## src/rtl/apb_initiator_pkg.sv

```systemverilog
// ---------------------------------------------------------------------------
// apbInitiator_package
// Shared types for the APB initiator and the APB decode fabric.
//   apbAddrSt     : 32-bit APB address
//   apbDataSt     : 32-bit APB data
//   apbInitStateT : initiator transfer state (IDLE, SETUP, ACCESS, RESP)
// ---------------------------------------------------------------------------
package apbInitiator_package;

    typedef logic [31:0] apbAddrSt;
    typedef logic [31:0] apbDataSt;

    typedef enum logic [1:0] {
        IDLE   = 2'd0,
        SETUP  = 2'd1,
        ACCESS = 2'd2,
        RESP   = 2'd3
    } apbInitStateT;

endpackage

```

## src/rtl/apb_if.sv

```systemverilog
// ---------------------------------------------------------------------------
// apb_if
// Single-select APB bus bundle.
//   src : requester side (drives paddr/psel/penable/pwrite/pwdata,
//         receives prdata/pready/pslverr)
//   dst : completer/decoder side (mirror of src)
// ---------------------------------------------------------------------------
interface apb_if;
    import apbInitiator_package::*;

    apbAddrSt paddr;
    logic     psel;
    logic     penable;
    logic     pwrite;
    apbDataSt pwdata;
    apbDataSt prdata;
    logic     pready;
    logic     pslverr;

    modport src (
        output paddr, psel, penable, pwrite, pwdata,
        input  prdata, pready, pslverr
    );

    modport dst (
        input  paddr, psel, penable, pwrite, pwdata,
        output prdata, pready, pslverr
    );

endinterface

```

## src/rtl/apb_initiator.sv

```systemverilog
// ---------------------------------------------------------------------------
// apb_initiator
// Converts a valid/ready request into one APB transfer (SETUP then ACCESS)
// and returns the result on a valid/ready response channel. One transfer is
// in flight at a time. A sticky flag reports accesses that stall longer than
// TIMEOUT_CYCLES; the transfer itself is never abandoned.
//
// Ports
//   clk, rst          : clock, synchronous active-high reset
//   req_valid/ready   : request handshake
//   req_write/addr/wdata : request payload (wdata ignored for reads)
//   rsp_valid/ready   : response handshake
//   rsp_rdata, rsp_err: read data (0 for writes) and captured pslverr
//   timeout_flag      : sticky stall indication
//   timeout_clr       : clears timeout_flag (a simultaneous set wins)
//   apbOut            : APB requester port
// ---------------------------------------------------------------------------
module apb_initiator
    import apbInitiator_package::*;
#(
    parameter int unsigned TIMEOUT_CYCLES = 256
) (
    input  logic     clk,
    input  logic     rst,
    input  logic     req_valid,
    output logic     req_ready,
    input  logic     req_write,
    input  apbAddrSt req_addr,
    input  apbDataSt req_wdata,
    output logic     rsp_valid,
    input  logic     rsp_ready,
    output apbDataSt rsp_rdata,
    output logic     rsp_err,
    output logic     timeout_flag,
    input  logic     timeout_clr,
    apb_if.src       apbOut
);

    localparam int unsigned      CNT_W    = $clog2(TIMEOUT_CYCLES + 1);
    localparam logic [CNT_W-1:0] CNT_MAX  = CNT_W'(TIMEOUT_CYCLES);
    localparam logic [CNT_W-1:0] CNT_LAST = CNT_W'(TIMEOUT_CYCLES - 1);

    apbInitStateT     state_q, state_d;
    logic             write_q, write_d;
    apbAddrSt         addr_q,  addr_d;
    apbDataSt         wdata_q, wdata_d;
    apbDataSt         rdata_q, rdata_d;
    logic             err_q,   err_d;
    logic [CNT_W-1:0] cnt_q,   cnt_d;
    logic             flag_q,  flag_d;
    logic             timeout_set;

    always_comb begin
        state_d = state_q;
        write_d = write_q;
        addr_d  = addr_q;
        wdata_d = wdata_q;
        rdata_d = rdata_q;
        err_d   = err_q;
        cnt_d   = cnt_q;

        unique case (state_q)
            IDLE: begin
                if (req_valid) begin
                    state_d = SETUP;
                    write_d = req_write;
                    addr_d  = req_addr;
                    wdata_d = req_wdata;
                end
            end
            SETUP: begin
                state_d = ACCESS;
                cnt_d   = '0;
            end
            ACCESS: begin
                if (apbOut.pready) begin
                    state_d = RESP;
                    rdata_d = write_q ? '0 : apbOut.prdata;
                    err_d   = apbOut.pslverr;
                end else if (cnt_q != CNT_MAX) begin
                    // Holding at CNT_MAX keeps the counter from wrapping back
                    // through CNT_LAST, so a stall sets the flag only once.
                    cnt_d = cnt_q + 1'b1;
                end
            end
            RESP: begin
                if (rsp_ready) begin
                    state_d = IDLE;
                end
            end
            default: state_d = IDLE;
        endcase
    end

    // The wait that brings the counter up to TIMEOUT_CYCLES raises the flag.
    assign timeout_set = (state_q == ACCESS) && !apbOut.pready && (cnt_q == CNT_LAST);
    assign flag_d      = timeout_set | (flag_q & ~timeout_clr);

    always_ff @(posedge clk) begin
        if (rst) begin
            state_q <= IDLE;
            write_q <= 1'b0;
            addr_q  <= '0;
            wdata_q <= '0;
            rdata_q <= '0;
            err_q   <= 1'b0;
            cnt_q   <= '0;
            flag_q  <= 1'b0;
        end else begin
            state_q <= state_d;
            write_q <= write_d;
            addr_q  <= addr_d;
            wdata_q <= wdata_d;
            rdata_q <= rdata_d;
            err_q   <= err_d;
            cnt_q   <= cnt_d;
            flag_q  <= flag_d;
        end
    end

    // All outputs come from registered state; pready/rsp_ready never reach
    // the APB outputs combinationally.
    assign req_ready      = (state_q == IDLE) && !rst;
    assign rsp_valid      = (state_q == RESP);
    assign rsp_rdata      = rdata_q;
    assign rsp_err        = err_q;
    assign timeout_flag   = flag_q;

    assign apbOut.psel    = (state_q == SETUP) || (state_q == ACCESS);
    assign apbOut.penable = (state_q == ACCESS);
    assign apbOut.pwrite  = write_q;
    assign apbOut.paddr   = addr_q;
    assign apbOut.pwdata  = wdata_q;

endmodule

```

## src/flat_wrapper.sv

```systemverilog
// flat-port wrapper written by rule: the top's interface ports become plain ports
module apb_initiator_flat import apbInitiator_package::*;
#(
    parameter int unsigned TIMEOUT_CYCLES = 256
)
  (clk, rst, req_valid, req_ready, req_write, req_addr, req_wdata, rsp_valid, rsp_ready, rsp_rdata, rsp_err, timeout_flag, timeout_clr, apbOut_paddr, apbOut_psel, apbOut_penable, apbOut_pwrite, apbOut_pwdata, apbOut_prdata, apbOut_pready, apbOut_pslverr);
  apb_if apbOut_i ();
  input  logic clk;
  input  logic rst;
  input  logic req_valid;
  output logic req_ready;
  input  logic req_write;
  input  apbAddrSt req_addr;
  input  apbDataSt req_wdata;
  output logic rsp_valid;
  input  logic rsp_ready;
  output apbDataSt rsp_rdata;
  output logic rsp_err;
  output logic timeout_flag;
  input  logic timeout_clr;
  output wire logic [$bits(apbOut_i.paddr)-1:0] apbOut_paddr;
  output wire logic [$bits(apbOut_i.psel)-1:0] apbOut_psel;
  output wire logic [$bits(apbOut_i.penable)-1:0] apbOut_penable;
  output wire logic [$bits(apbOut_i.pwrite)-1:0] apbOut_pwrite;
  output wire logic [$bits(apbOut_i.pwdata)-1:0] apbOut_pwdata;
  input wire logic [$bits(apbOut_i.prdata)-1:0] apbOut_prdata;
  input wire logic [$bits(apbOut_i.pready)-1:0] apbOut_pready;
  input wire logic [$bits(apbOut_i.pslverr)-1:0] apbOut_pslverr;
  assign apbOut_paddr = apbOut_i.paddr;
  assign apbOut_psel = apbOut_i.psel;
  assign apbOut_penable = apbOut_i.penable;
  assign apbOut_pwrite = apbOut_i.pwrite;
  assign apbOut_pwdata = apbOut_i.pwdata;
  assign apbOut_i.prdata = apbOut_prdata;
  assign apbOut_i.pready = apbOut_pready;
  assign apbOut_i.pslverr = apbOut_pslverr;
  apb_initiator #(.TIMEOUT_CYCLES(TIMEOUT_CYCLES)) u_core (.clk(clk), .rst(rst), .req_valid(req_valid), .req_ready(req_ready), .req_write(req_write), .req_addr(req_addr), .req_wdata(req_wdata), .rsp_valid(rsp_valid), .rsp_ready(rsp_ready), .rsp_rdata(rsp_rdata), .rsp_err(rsp_err), .timeout_flag(timeout_flag), .timeout_clr(timeout_clr), .apbOut(apbOut_i));
endmodule
```

## config.mk

```make
export PLATFORM = sky130hd
export DESIGN_NAME = apb_initiator_flat
export DESIGN_NICKNAME = d
export VERILOG_FILES = /design/src/rtl/apb_initiator_pkg.sv /design/src/rtl/apb_if.sv /design/src/rtl/apb_initiator.sv /design/src/flat_wrapper.sv
export SDC_FILE = /design/constraint.sdc
export NUM_CORES = 1
export LEC_CHECK = 0
export CORE_MARGIN = 10
export CORE_UTILIZATION = 35
export DETAILED_ROUTE_END_ITERATION = 8
export PLACE_DENSITY = 0.78
export SYNTH_ARGS = -nofsm -noshare
export SYNTH_HDL_FRONTEND = slang
export SYNTH_SLANG_ARGS = --single-unit
export TNS_END_PERCENT = 30
```

## constraint.sdc

```tcl
create_clock -name clk -period 2.4 [get_ports clk]
set_input_delay 0.36 -clock clk [delete_from_list [all_inputs] [get_ports clk]]
set_output_delay 0.36 -clock clk [all_outputs]
set_load 0.02 [all_outputs]
```

==> flow_summary.yaml <==
outcome:
  status: "completed"
place:
  dp_hpwl_um: 10100
  portBuffers: 206
  dpl_cell_area_sq_mm: 0.006389
  dp_cells: 835
  gp_congestion: 0.8468
  pre_cts_ws_ns: 0.4305
setup_path:
  path_buf_inv: 2
  cp_max_fo: 11
  startpoint: "u_core.state_q[0]$_SDFFE_PP0P_"
  crit_type: "register to primary output"
  worstPathRequired_ns: 2.04
  r2r_start: "u_core.state_q[0]$_SDFFE_PP0P_"
  setup.worst_path.end_class: "primary output"
  path_cells: "inv_1, ha_1, clkdlybuf4s50_1"
  start_kind: "register"
  cp_slowest_cell: "clkdlybuf4s50_1"
  arrival_ns: 1.87
  critPathMaxStageDelay_ns: 0.70
  rrSetupSlack_ns: 0.52
  critical-path-top-delay-family: "buffers and inverters"
synth:
  syn_inst: 518
  synth_area_leaders: "dfxtp_1 (52%), nand2_1 (12%), a21oi_1 (12%), nor3b_1 (5.7%), nor2_1 (4.0%)"
  ys_seq_area_share_pct: 52.33
  synth-edff-count: 0
  synthArstFlopShare_pct: 0
  synth-seq-cells: 110
  synth_top_area_share_pct: 52.33
  synth_nets: 630
  yosys_warnings: 0
  syn-cell-area_sq_mm: 0.004208
  synthesis.area_per_instance_sq_um: 8.123
  synth.largest_area_cell: "dfxtp_1"
  ys.flop_type: "dfxtp_1"
  ys_types: 31
drt:
  routed_via_density: 4.872
  routed_wl_um: 13490
  antenna_left: 0
  wl_per_cell_um: 15.85
  dr.pass1.iters: 4
  drt-initial-drc-count: 185
  drc: 0
  dr_total_vias: 4146
cells_and_area:
  final_nets: 815
  drive_above_1_share_pct: 4.661
  utilization_pct: 58.00
  final_cells: 851
  areaGrowthSynthToFinish_pct: 60.10
  design_area_sq_mm: 0.006736
  antenna_cells: 0
floorplan:
  start_util_pct: 36.23
  die-area_sq_mm: 0.01681
  core_area_sq_mm: 0.01161
  die_h_um: 129.6
  fp.dieW_um: 129.6
  rows: 39
  io_pins: 207
timing:
  fin_crit_sh_pct: 93.03
  timing.final.crit_period_ns: 2.233
  fin_ws_ns: 0.1674
  hold_violations: 0
  tightest_slew_ns: 0.7666
  maxSlewViolCount: 0
  maxSlewHeadroom_pct: 48.89
  fmax_ghz: 0.4479
  finalSetupTns_ns: 0
  skew_ns: 0.005601
  setup_violations: 0
  rsz0062_at_grt: "false"
power:
  p_per_area_mw_per_mm2: 863.4
  vdd_ir_drop_max_v: 0.0004071
  p_leak_uw: 0.002437
min_path:
  hold_path.class: "register to register"
  min_from: "u_core.apbOut.paddr[23]$_SDFFE_PP0P_"
cts:
  cts_tree: "done"
  ctsHoldBuffers: 0
  cts_buffers: 9
  clkTransAtPathRegs_ns: 0.07
  clk_latency_ns: 0.35
  cts_resized: 0
  clockBufferDepth: 2
  cts-root-buf: "clkbuf_16"
  cts.htree.levels: 3
  cts_num_sinks: 110
  post_cts_buffers: 0
grt:
  grt_pass1_wl_um: 21280
  antenna_found_initial: 0
  grt_max_degree: 75
  track_usage_pct: 15.54
  grt_overflow_total: 0
  grt_pass1_vias: 4178
job:
  drv_cap: 0
## cell usage after synthesis, types with 2 or more instances
master,number
a21oi_1,101
a311oi_1,3
buf_1,9
buf_2,3
clkbuf_1,26
dfxtp_1,110
ha_1,8
inv_1,7
mux2_1,2
nand2_1,140
nand2b_1,4
nand3_1,5
nand3b_1,2
nor2_1,45
nor2b_1,3
nor3_1,3
nor3b_1,32
o21ai_0,2
## metal layers
metal	GRT usage (%)	wire (um)	vias up
met4	6.746	344	0
met5	0	0	-
li1	-	-	2074
met3	7.055	1430	21
met2	26.55	6519	145
met1	16.19	5194	1906
## metrics by stage
step / total power, uW / hold WS [ns]
floorplan: 3268 / 0.4829
global placement: 4111 / 0.4410
detailed placement: 4172 / 0.4455
CTS: 5892 / 0.4558
global route: 6131 / 0.4682
finish: 5816 / 0.4531
## final cells by class
cell class,instances,area (sq um)
sequential,110,2202
timing repair buffer,212,2142
fill,1059,4877
multi-input combinational,363,1839
clock inverter,6,108.9
clock buffer,10,239.0
inverter,7,26.28
tap,143,178.9
## cell usage in the layout (no fill, tap or decap)
cell / instances
a211oi_1: 1
a21oi_1: 101
a21oi_2: 1
a221oi_2: 1
a311oi_1: 3
a31o_2: 1
a31oi_1: 1
and2_2: 1
buf_12: 3
buf_4: 4
bufinv_16: 3
clkbuf_16: 9
clkbuf_8: 1
clkdlybuf4s50_1: 205
clkinv_2: 2
clkinv_4: 1
dfxtp_1: 110
ha_1: 8
inv_1: 7
mux2_1: 2
mux2_2: 1
mux2i_1: 1
nand2_1: 138
nand2_2: 2
nand2b_1: 4
nand3_1: 5
nand3b_1: 2
nor2_1: 45
nor2b_1: 3
nor3_1: 3
nor3b_1: 32
nor4_1: 1
nor4b_2: 1
nor4b_4: 1
o21ai_0: 2
o21bai_1: 1
or2_4: 1
## power breakdown
group | leakage (uW) | switching, uW | internal (uW)
registers | 0.000896 | 126 | 2060
logic | 0.00137 | 1050 | 863
clock network | 0.000172 | 663 | 1050
## worst register-to-register path, cell delays in order (launching register included)
cell and delay, ns:
dfxtp_1 0.34, inv_1 0.11, ha_1 0.38, nand2b_1 0.22, nor4_1 0.32, mux2_2 0.37
nor2_1 0.08
## registers in the layout, summed over array words and instances, names as in the netlist
signal / cells
u_core.apbOut.paddr: 32
u_core.apbOut.pwdata: 32
u_core.rsp_rdata: 32
u_core.cnt_q: 9
u_core.state_q: 2
u_core.apbOut.pwrite: 1
u_core.rsp_err: 1
u_core.timeout_flag: 1
## final timing paths
path / cells past startpoint / end
min reg2reg: 2 / u_core.apbOut.paddr[23]$_SDFFE_PP0P_
min: 2 / u_core.apbOut.paddr[23]$_SDFFE_PP0P_
max: 3 / apbOut_penable
max reg2reg: 6 / u_core.cnt_q[7]$_SDFFE_PP0P_
## kinds of logic after synthesis
family / share of synthesized area, %
AND/OR/NAND/NOR: 25.99
AO/OA/AOI/OAI: 14.15
flip-flops: 52.33
buffers and inverters: 4.103
adder cells (fa/ha/maj): 2.379
multiplexers: 1.041
Power figures use the tool's default switching activity.
